$ cat config.mk
export PLATFORM = sky130hd
export DESIGN_NAME = gate_bank
export DESIGN_NICKNAME = d
export VERILOG_FILES = /design/src/rtl/gate_bank_pkg.sv /design/src/rtl/gate_bank_slice.sv /design/src/rtl/gate_bank.sv
export SDC_FILE = /design/constraint.sdc
export NUM_CORES = 1
export LEC_CHECK = 0
export ABC_CLOCK_PERIOD_IN_PS = 800
export CELL_PAD_IN_SITES_DETAIL_PLACEMENT = 1
export CELL_PAD_IN_SITES_GLOBAL_PLACEMENT = 1
export CORE_UTILIZATION = 33
export CTS_BUF_LIST = sky130_fd_sc_hd__clkbuf_8
export DETAILED_ROUTE_END_ITERATION = 10
export GPL_ROUTABILITY_DRIVEN = 0
export PLACE_DENSITY = 0.76
export SYNTH_ARGS = -nofsm -noshare
export SYNTH_HDL_FRONTEND = slang
export SYNTH_HIERARCHICAL = 1
export SYNTH_SLANG_ARGS = --single-unit
$ cat constraint.sdc
create_clock -name clk -period 0.8 [get_ports clk]
set_input_delay 0.16 -clock clk [delete_from_list [all_inputs] [get_ports clk]]
set_output_delay 0.16 -clock clk [all_outputs]
set_load 0.1 [all_outputs]
$ cat src/rtl/gate_bank_pkg.sv
// Shared types for the gate bank: default width, result bundle, reference function.
// Latency: n/a (types and a pure function only).
// Backpressure: n/a.
package gate_bank_pkg;

    localparam int WIDTH = 4;

    // Eight bitwise results, in the same order as the top-level output ports.
    typedef struct packed {
        logic [WIDTH-1:0] y;
        logic [WIDTH-1:0] ynot;
        logic [WIDTH-1:0] yand;
        logic [WIDTH-1:0] ynand;
        logic [WIDTH-1:0] yor;
        logic [WIDTH-1:0] ynor;
        logic [WIDTH-1:0] yxor;
        logic [WIDTH-1:0] ynxor;
    } gate_res_t;

    function automatic gate_res_t gate_compute(input logic [WIDTH-1:0] a,
                                               input logic [WIDTH-1:0] b);
        gate_res_t r;
        r.y     = a;
        r.ynot  = ~a;
        r.yand  = a & b;
        r.ynand = ~(a & b);
        r.yor   = a | b;
        r.ynor  = ~(a | b);
        r.yxor  = a ^ b;
        r.ynxor = ~(a ^ b);
        return r;
    endfunction

endpackage

$ cat src/rtl/gate_bank_slice.sv
// One-bit gate cell: buffer, NOT, AND, NAND, OR, NOR, XOR, XNOR of a and b.
// Latency: purely combinational.
// Backpressure: none.
module gate_slice (
    input  logic a,
    input  logic b,
    output logic y,
    output logic ynot,
    output logic yand,
    output logic ynand,
    output logic yor,
    output logic ynor,
    output logic yxor,
    output logic ynxor
);

    // All eight functions of the single bit pair.
    always_comb begin
        y     = a;
        ynot  = ~a;
        yand  = a & b;
        ynand = ~(a & b);
        yor   = a | b;
        ynor  = ~(a | b);
        yxor  = a ^ b;
        ynxor = ~(a ^ b);
    end

endmodule

$ cat src/rtl/gate_bank.sv
// Bitwise gate bank: eight logic functions of a/b, registered with a valid flag.
// Latency: 1 cycle from an in_valid edge to results with out_valid=1.
// Backpressure: none; one result per cycle, results hold while in_valid is low.
module gate_bank
    import gate_bank_pkg::*;
#(
    parameter int WIDTH = gate_bank_pkg::WIDTH
) (
    input  logic             clk,
    input  logic             reset,
    input  logic             in_valid,
    input  logic [WIDTH-1:0] a,
    input  logic [WIDTH-1:0] b,
    output logic             out_valid,
    output logic [WIDTH-1:0] y,
    output logic [WIDTH-1:0] ynot,
    output logic [WIDTH-1:0] yand,
    output logic [WIDTH-1:0] ynand,
    output logic [WIDTH-1:0] yor,
    output logic [WIDTH-1:0] ynor,
    output logic [WIDTH-1:0] yxor,
    output logic [WIDTH-1:0] ynxor
);

    // The result bundle type is sized by the package width, so WIDTH must
    // stay at the package default for the struct fields to line up.
    logic [WIDTH-1:0] s_y, s_ynot, s_yand, s_ynand;
    logic [WIDTH-1:0] s_yor, s_ynor, s_yxor, s_ynxor;

    gate_res_t res_d;
    gate_res_t res_q;
    logic      out_valid_q;

    for (genvar i = 0; i < WIDTH; i++) begin : g_slice
        gate_slice u_slice (
            .a     (a[i]),
            .b     (b[i]),
            .y     (s_y[i]),
            .ynot  (s_ynot[i]),
            .yand  (s_yand[i]),
            .ynand (s_ynand[i]),
            .yor   (s_yor[i]),
            .ynor  (s_ynor[i]),
            .yxor  (s_yxor[i]),
            .ynxor (s_ynxor[i])
        );
    end

    // Gather the per-bit slice outputs into the next-state result bundle.
    always_comb begin
        res_d       = '0;
        res_d.y     = s_y;
        res_d.ynot  = s_ynot;
        res_d.yand  = s_yand;
        res_d.ynand = s_ynand;
        res_d.yor   = s_yor;
        res_d.ynor  = s_ynor;
        res_d.yxor  = s_yxor;
        res_d.ynxor = s_ynxor;
    end

    // Capture on in_valid only, so undriven operands during idle never reach
    // the outputs; reset clears everything, inverted results included.
    always_ff @(posedge clk) begin
        if (reset) begin
            res_q       <= '0;
            out_valid_q <= 1'b0;
        end else begin
            out_valid_q <= in_valid;
            if (in_valid) begin
                res_q <= res_d;
            end
        end
    end

    assign out_valid = out_valid_q;
    assign y         = res_q.y;
    assign ynot      = res_q.ynot;
    assign yand      = res_q.yand;
    assign ynand     = res_q.ynand;
    assign yor       = res_q.yor;
    assign ynor      = res_q.ynor;
    assign yxor      = res_q.yxor;
    assign ynxor     = res_q.ynxor;

endmodule

==> results of run 1 <==
-- worst min-delay path, cell delays in order --
cell	delay [ns]
clkbuf_2	0.10
inv_2	0.06
mux2i_1	0.13
nor2_1	0.05
-- worst paths after layout --
| kind | endpoint | slack [ns] | cells past startpoint |
|---|---|---|---|
| setup / recovery | ynot[2] | -0.18 | 1 |
| hold reg to reg | yxor[0]$_SDFFE_PP0P_ | 0.52 | 2 |
| setup reg to reg | ynot[2]$_SDFFE_PP0P_ | 0.02 | 3 |
| hold / removal | ynot[0]$_SDFFE_PP0P_ | 0.26 | 4 |
-- stage by stage --
step / power (mW) / hold slack, ns / cells / worst slack [ns]
2_1_floorplan: 2.87 / 0.387 / 146 / -0.147
3_3_place_gp: 3.46 / 0.497 / 243 / -0.586
3_5_place_dp: 3.51 / 0.513 / 243 / -0.660
4_1_cts: 4.69 / 0.325 / 254 / -0.188
5_1_grt: 4.87 / 0.262 / 255 / -0.203
6_report: 4.66 / 0.259 / 255 / -0.175
-- power by group through the flow --
stage / sequential, mW / combinational, mW / clock [mW]
2_1_floorplan: 2.56 / 0.311 / 0
3_5_place_dp: 1.87 / 1.64 / 0
5_1_grt: 1.85 / 1.76 / 1.26
3_3_place_gp: 1.86 / 1.59 / 0
6_report: 1.83 / 1.69 / 1.13
4_1_cts: 1.84 / 1.67 / 1.19
-- registers in the layout, indices dropped and copies added (netlist names) --
signal     flops
ynot           4
out_valid      1
yor            4
yand           4
ynor           4
yxor           4
y              4
ynxor          4
ynand          4
-- cell usage after synthesis --
cell and instances:
ha_1 16, buf_2 3, buf_6 1, mux2i_1 32, nor2_2 2, buf_12 3
clkbuf_1 1, buf_4 4, inv_1 20, nor2b_1 1, nor2_1 30, dfxtp_1 33
-- routing by layer --
metal  GRT usage  share of wire
met1       0.158           0.37
met2       0.306           0.55
met3      0.0683          0.066
met4      0.0476         0.0061
met5           0              0
-- repair_timing --
action	CTS	global route
pin swaps	2	3
endpoints found under the setup margin	59	63
cloned	0	1
resized for setup	23	14
setup buffers	3	1
-- final cells by class --
type	instances	area, µm²
Clock buffer	5	68.8
Timing Repair Buffer	61	932
Inverter	20	75.1
Multi-Input combinational cell	81	714
Clock inverter	3	11.3
Tap cell	52	65.1
Sequential cell	33	779
Fill cell	447	1740
-- cell families (layout without fill, tap and decap cells) --
kind of cell / after synthesis / after routing / synth area share
adders and majority gates: 16 / 16 / 0.133
buffers and inverters: 32 / 89 / 0.129
DFF: 33 / 33 / 0.438
muxes: 32 / 32 / 0.212
and+or+nand+nor: 33 / 33 / 0.0871
==> impl_metrics.ini, run 1 <==
[outcome]
status = complete, but fails checks
violations = negative setup slack

[synth]
synth_nets = 173
synth_area_leaders = dfxtp_1 44%, mux2i_1 21%, ha_1 13%, nor2_1 7.5%, inv_1 5.0%
synth_top_area_cell = dfxtp_1
synth_top_area_share = 0.438
yosys_warnings = 6
synthDistinctLibCells = 12
syn_inst = 146
syn_area_mm2 = 0.00151
syn_avg_cell_area_um2 = 10.3
ys_seq_area_frac = 0.438
synth_seq_cells = 33

[timing]
rsz0062_at_grt = yes
setup_viol_count_final = 33
post-route-period-util = 1.22
drv_slew = 0
period_minus_slack_ns = 0.975
finalClockSkew_ns = 0
slew_headroom = 0.841
tightest_slew_ns = 0.239
finalHoldViolCount = 0
fmax_mhz = 1030
fin_ws_ns = -0.175
setup_tns_ns = -5.40

[place]
place_area_mm2 = 0.00246
dp_hpwl_um = 2710
portBuffers = 43

[finish]
diodes = 0
final_core_util = 0.604
syn2layout_area_growth_pct = 75.5
final_common_cell = buf_12
finish.instance_area_mm2 = 0.00265
fin_nets = 229
layout.cells.most_common_list = 35 x buf_12, 31 x mux2i_1, 31 x dfxtp_4
final_layout_size_suffix_gt1_frac = 0.537

[power_and_ir_drop]
ir_drop_mv = 0.882
p_sw_mw = 1.71
p_per_area_mw_per_mm2 = 1760
pwr-share-comb = 0.363
switching_share = 0.367
power_frac_clock = 0.243
p_leak_nw = 1.23
p_int_mw = 2.95
seq_power_share = 0.394

[grt]
overflow = 0
antenna_found_initial = 0
grt_pass1_wl_um = 6060
grt_max_degree = 34
grt_pass1_vias = 1287
grt_usage = 0.162

[critical_path]
crit_arrival_ns = 0.82
cp-startpoint = ynot[2]$_SDFFE_PP0P_
crit_family = flip-flops
slowest_delay_ns = 0.37
cp-end-kind = output pin
critical_path_class = reg -> out
cp.required_ns = 0.64
reg2reg_from = ynot[2]$_SDFFE_PP0P_
cp_cell_sequence = buf_12
slowest_stage = dfxtp_4
start_kind = flip-flop
cp_num_buf_inv = 1
path_max_fanout = 2

[route]
wl_per_cell_um = 14.7
finalWirelength_um = 3760
ant_nets = 0
drt_iter0_drc = 18
vias = 1131
firstDrtPassIters = 4
viasPerCell = 4.44
drt_drc_violations_left = 0

[floorplan]
die_width_um = 69.6
die_area_mm2 = 0.00484
rows = 24
start_util = 0.344
core_area_mm2 = 0.00438
die_y_um = 69.6
io_pins = 44

[job]
cap_viol_max_count = 0

[clock_tree]
h-tree-depth = 2
clk-insertion-delay-late_ns = 0.28
cts_buffers = 5
cts_tree = yes
cts.sinks = 33
clockRootBuffer = clkbuf_8
clk_pin_slew_ns = 0.06
clk_path_buf_depth = 2
hold_buffers = 0

[worst_hold_path]
hold_path.startpoint = a[0]
hold_class = in -> reg
(Power assumes the default switching activity.)
==> run 2: changes to the inputs <==
==> config.mk (replaced) <==
export PLATFORM = sky130hd
export DESIGN_NAME = gate_bank
export DESIGN_NICKNAME = d
export VERILOG_FILES = /design/src/rtl/gate_bank_pkg.sv /design/src/rtl/gate_bank_slice.sv /design/src/rtl/gate_bank.sv
export SDC_FILE = /design/constraint.sdc
export NUM_CORES = 1
export LEC_CHECK = 0
export CELL_PAD_IN_SITES_DETAIL_PLACEMENT = 0
export CELL_PAD_IN_SITES_GLOBAL_PLACEMENT = 2
export CORE_UTILIZATION = 27
export CTS_BUF_LIST = sky130_fd_sc_hd__clkbuf_8
export DETAILED_ROUTE_END_ITERATION = 10
export GPL_ROUTABILITY_DRIVEN = 0
export PLACE_DENSITY = 0.77
export SYNTH_ARGS = -nofsm -noshare
export SYNTH_HDL_FRONTEND = slang
export SYNTH_HIERARCHICAL = 1
export SYNTH_SLANG_ARGS = --single-unit
==> run 2 against run 1 <==
- the run still ends with negative setup slack left
- final cell count grew 7.1%
- critical path depth unchanged
- via count is 0.44% lower
- combinational power about the same
- worst hold slack improved by 0.056 ns
- worst setup slack is essentially flat
- core utilization shrank 9.4 points
- clock skew stayed put
- sequential power about the same
- non-clock buffer count unchanged
- critical path type unchanged
- critical endpoint is now yor[1]
- largest cell class unchanged
- largest power group unchanged
==> impl_metrics.ini, run 2 (synthesis gave the netlist of run 1 again) <==
[critical_path]
path_max_fanout = 2
slowest_delay_ns = 0.37
crit_end = yor[1]
crit_family = flip-flops
cp.required_ns = 0.64
cp_cell_sequence = buf_12
cp.depth = 1
r2r_end = ynot[2]$_SDFFE_PP0P_
critical_path_class = reg -> out
slowest_stage = dfxtp_4
cp-end-kind = output pin
cp_num_buf_inv = 1
start_kind = flip-flop
crit_arrival_ns = 0.81
r2r_slack_ns = 0.05
ff2ff_path_depth = 3
cp-startpoint = yor[1]$_SDFFE_PP0P_
reg2reg_from = ynot[2]$_SDFFE_PP0P_

[grt]
grt_pass1_vias = 1212
overflow = 0
antenna_found_initial = 0
grt_pass1_wl_um = 5580
grt_max_degree = 34
grt_usage = 0.121

[timing]
finalHoldViolCount = 0
drv_slew = 0
slew_headroom = 0.841
period_minus_slack_ns = 0.975
fin_hold_ws_ns = 0.315
fmax_mhz = 1030
finalClockSkew_ns = 0
tightest_slew_ns = 0.238
rsz0062_at_grt = yes
setup_tns_ns = -5.45
setup_viol_count_final = 33
post-route-period-util = 1.22
fin_ws_ns = -0.175

[clock_tree]
cts.sinks = 33
hold_buffers = 0
clk_pin_slew_ns = 0.07
clk_path_buf_depth = 2
clockRootBuffer = clkbuf_8
clk-insertion-delay-late_ns = 0.28
h-tree-depth = 2
cts_buffers = 5
cts_tree = yes

[route]
viasPerCell = 4.12
drt_iter0_drc = 14
wl_per_cell_um = 11.8
finalWirelength_um = 3230
drt_drc_violations_left = 0
ant_nets = 0
firstDrtPassIters = 4
vias = 1126

[place]
dp_hpwl_um = 2320
portBuffers = 43
place_area_mm2 = 0.00251

[finish]
fin_nets = 229
layout.cells.most_common_list = 36 x buf_12, 32 x mux2i_1, 31 x dfxtp_4
fillers = 468
final_core_util = 0.510
final_common_cell = buf_12
syn2layout_area_growth_pct = 77.2
finish.instance_area_mm2 = 0.00267
diodes = 0
final_layout_size_suffix_gt1_frac = 0.522

[power_and_ir_drop]
p_leak_nw = 1.24
ir_drop_mv = 1.03
p_per_area_mw_per_mm2 = 1750

[outcome]
violations = negative setup slack
status = complete, but fails checks

[floorplan]
start_util = 0.288
rows = 26
die_area_mm2 = 0.00589
die_y_um = 76.7
io_pins = 44
core_area_mm2 = 0.00524
die_width_um = 76.7

[worst_hold_path]
hold_class = in -> reg

[job]
cap_viol_max_count = 0
[run 2: layout make-up]
type | instances | area [µm²] | share of cell area
Multi-Input combinational cell | 81 | 702 | 0.263
Clock inverter | 3 | 13.8 | 0.00515
Timing Repair Buffer | 61 | 945 | 0.354
Sequential cell | 33 | 779 | 0.292
Clock buffer | 5 | 68.8 | 0.0258
Inverter | 20 | 75.1 | 0.0281
Tap cell | 70 | 87.6 | 0.0328
[run 2: how the worst min path moves through the flow]
stage	startpoint	end	slack [ns]	depth (start not counted)
2_1_floorplan	a[1]	y[1]$_SDFFE_PP0P_	0.39	3
3_3_place_gp	ynand[1]$_SDFFE_PP0P_	ynand[1]$_SDFFE_PP0P_	0.50	2
3_5_place_dp	y[0]$_SDFFE_PP0P_	y[0]$_SDFFE_PP0P_	0.51	2
4_1_cts	a[3]	y[3]$_SDFFE_PP0P_	0.29	3
5_1_grt	a[3]	y[3]$_SDFFE_PP0P_	0.31	3
6_report	a[3]	y[3]$_SDFFE_PP0P_	0.31	3
[run 2: per-stage QoR]
stage          power, mW  setup WS (ns)  std cells
6_report            4.66         -0.175        273
5_1_grt             4.93         -0.218        273
4_1_cts             4.73         -0.195        272
3_5_place_dp        3.50         -0.615        263
3_3_place_gp        3.48         -0.575        263
2_1_floorplan       2.87         -0.147        146
[run 2: timing repair]
action,4_1_cts,5_1_grt
buffers inserted,1,0
gates resized for setup,16,9
cloned,0,1
pin swaps,1,1
setup endpoints to repair,60,45
[run 2: power by group]
part | internal [mW] | leakage [nW] | total (mW) | switching (mW)
Sequential | 1.72 | 0.293 | 1.83 | 0.110
Combinational | 0.642 | 0.899 | 1.66 | 1.02
Clock | 0.589 | 0.0491 | 1.18 | 0.588
[run 2: routing by layer]
layer	vias up	global-route usage	part of all wire
li1	563	-	-
met1	523	0.124	0.41
met2	38	0.207	0.50
met3	2	0.0667	0.092
met4	0	0.0404	0.0037
met5	-	0	0
==> run 3: changes to the inputs <==
--- a/config.mk
+++ b/config.mk
@@ -5,6 +5,7 @@
 export SDC_FILE = /design/constraint.sdc
 export NUM_CORES = 1
 export LEC_CHECK = 0
+export CAP_MARGIN = 5
 export CELL_PAD_IN_SITES_DETAIL_PLACEMENT = 0
 export CELL_PAD_IN_SITES_GLOBAL_PLACEMENT = 2
 export CORE_UTILIZATION = 27
==> results of run 3 <==
The final DEF is identical to that of run 2; final timing and power are the same.
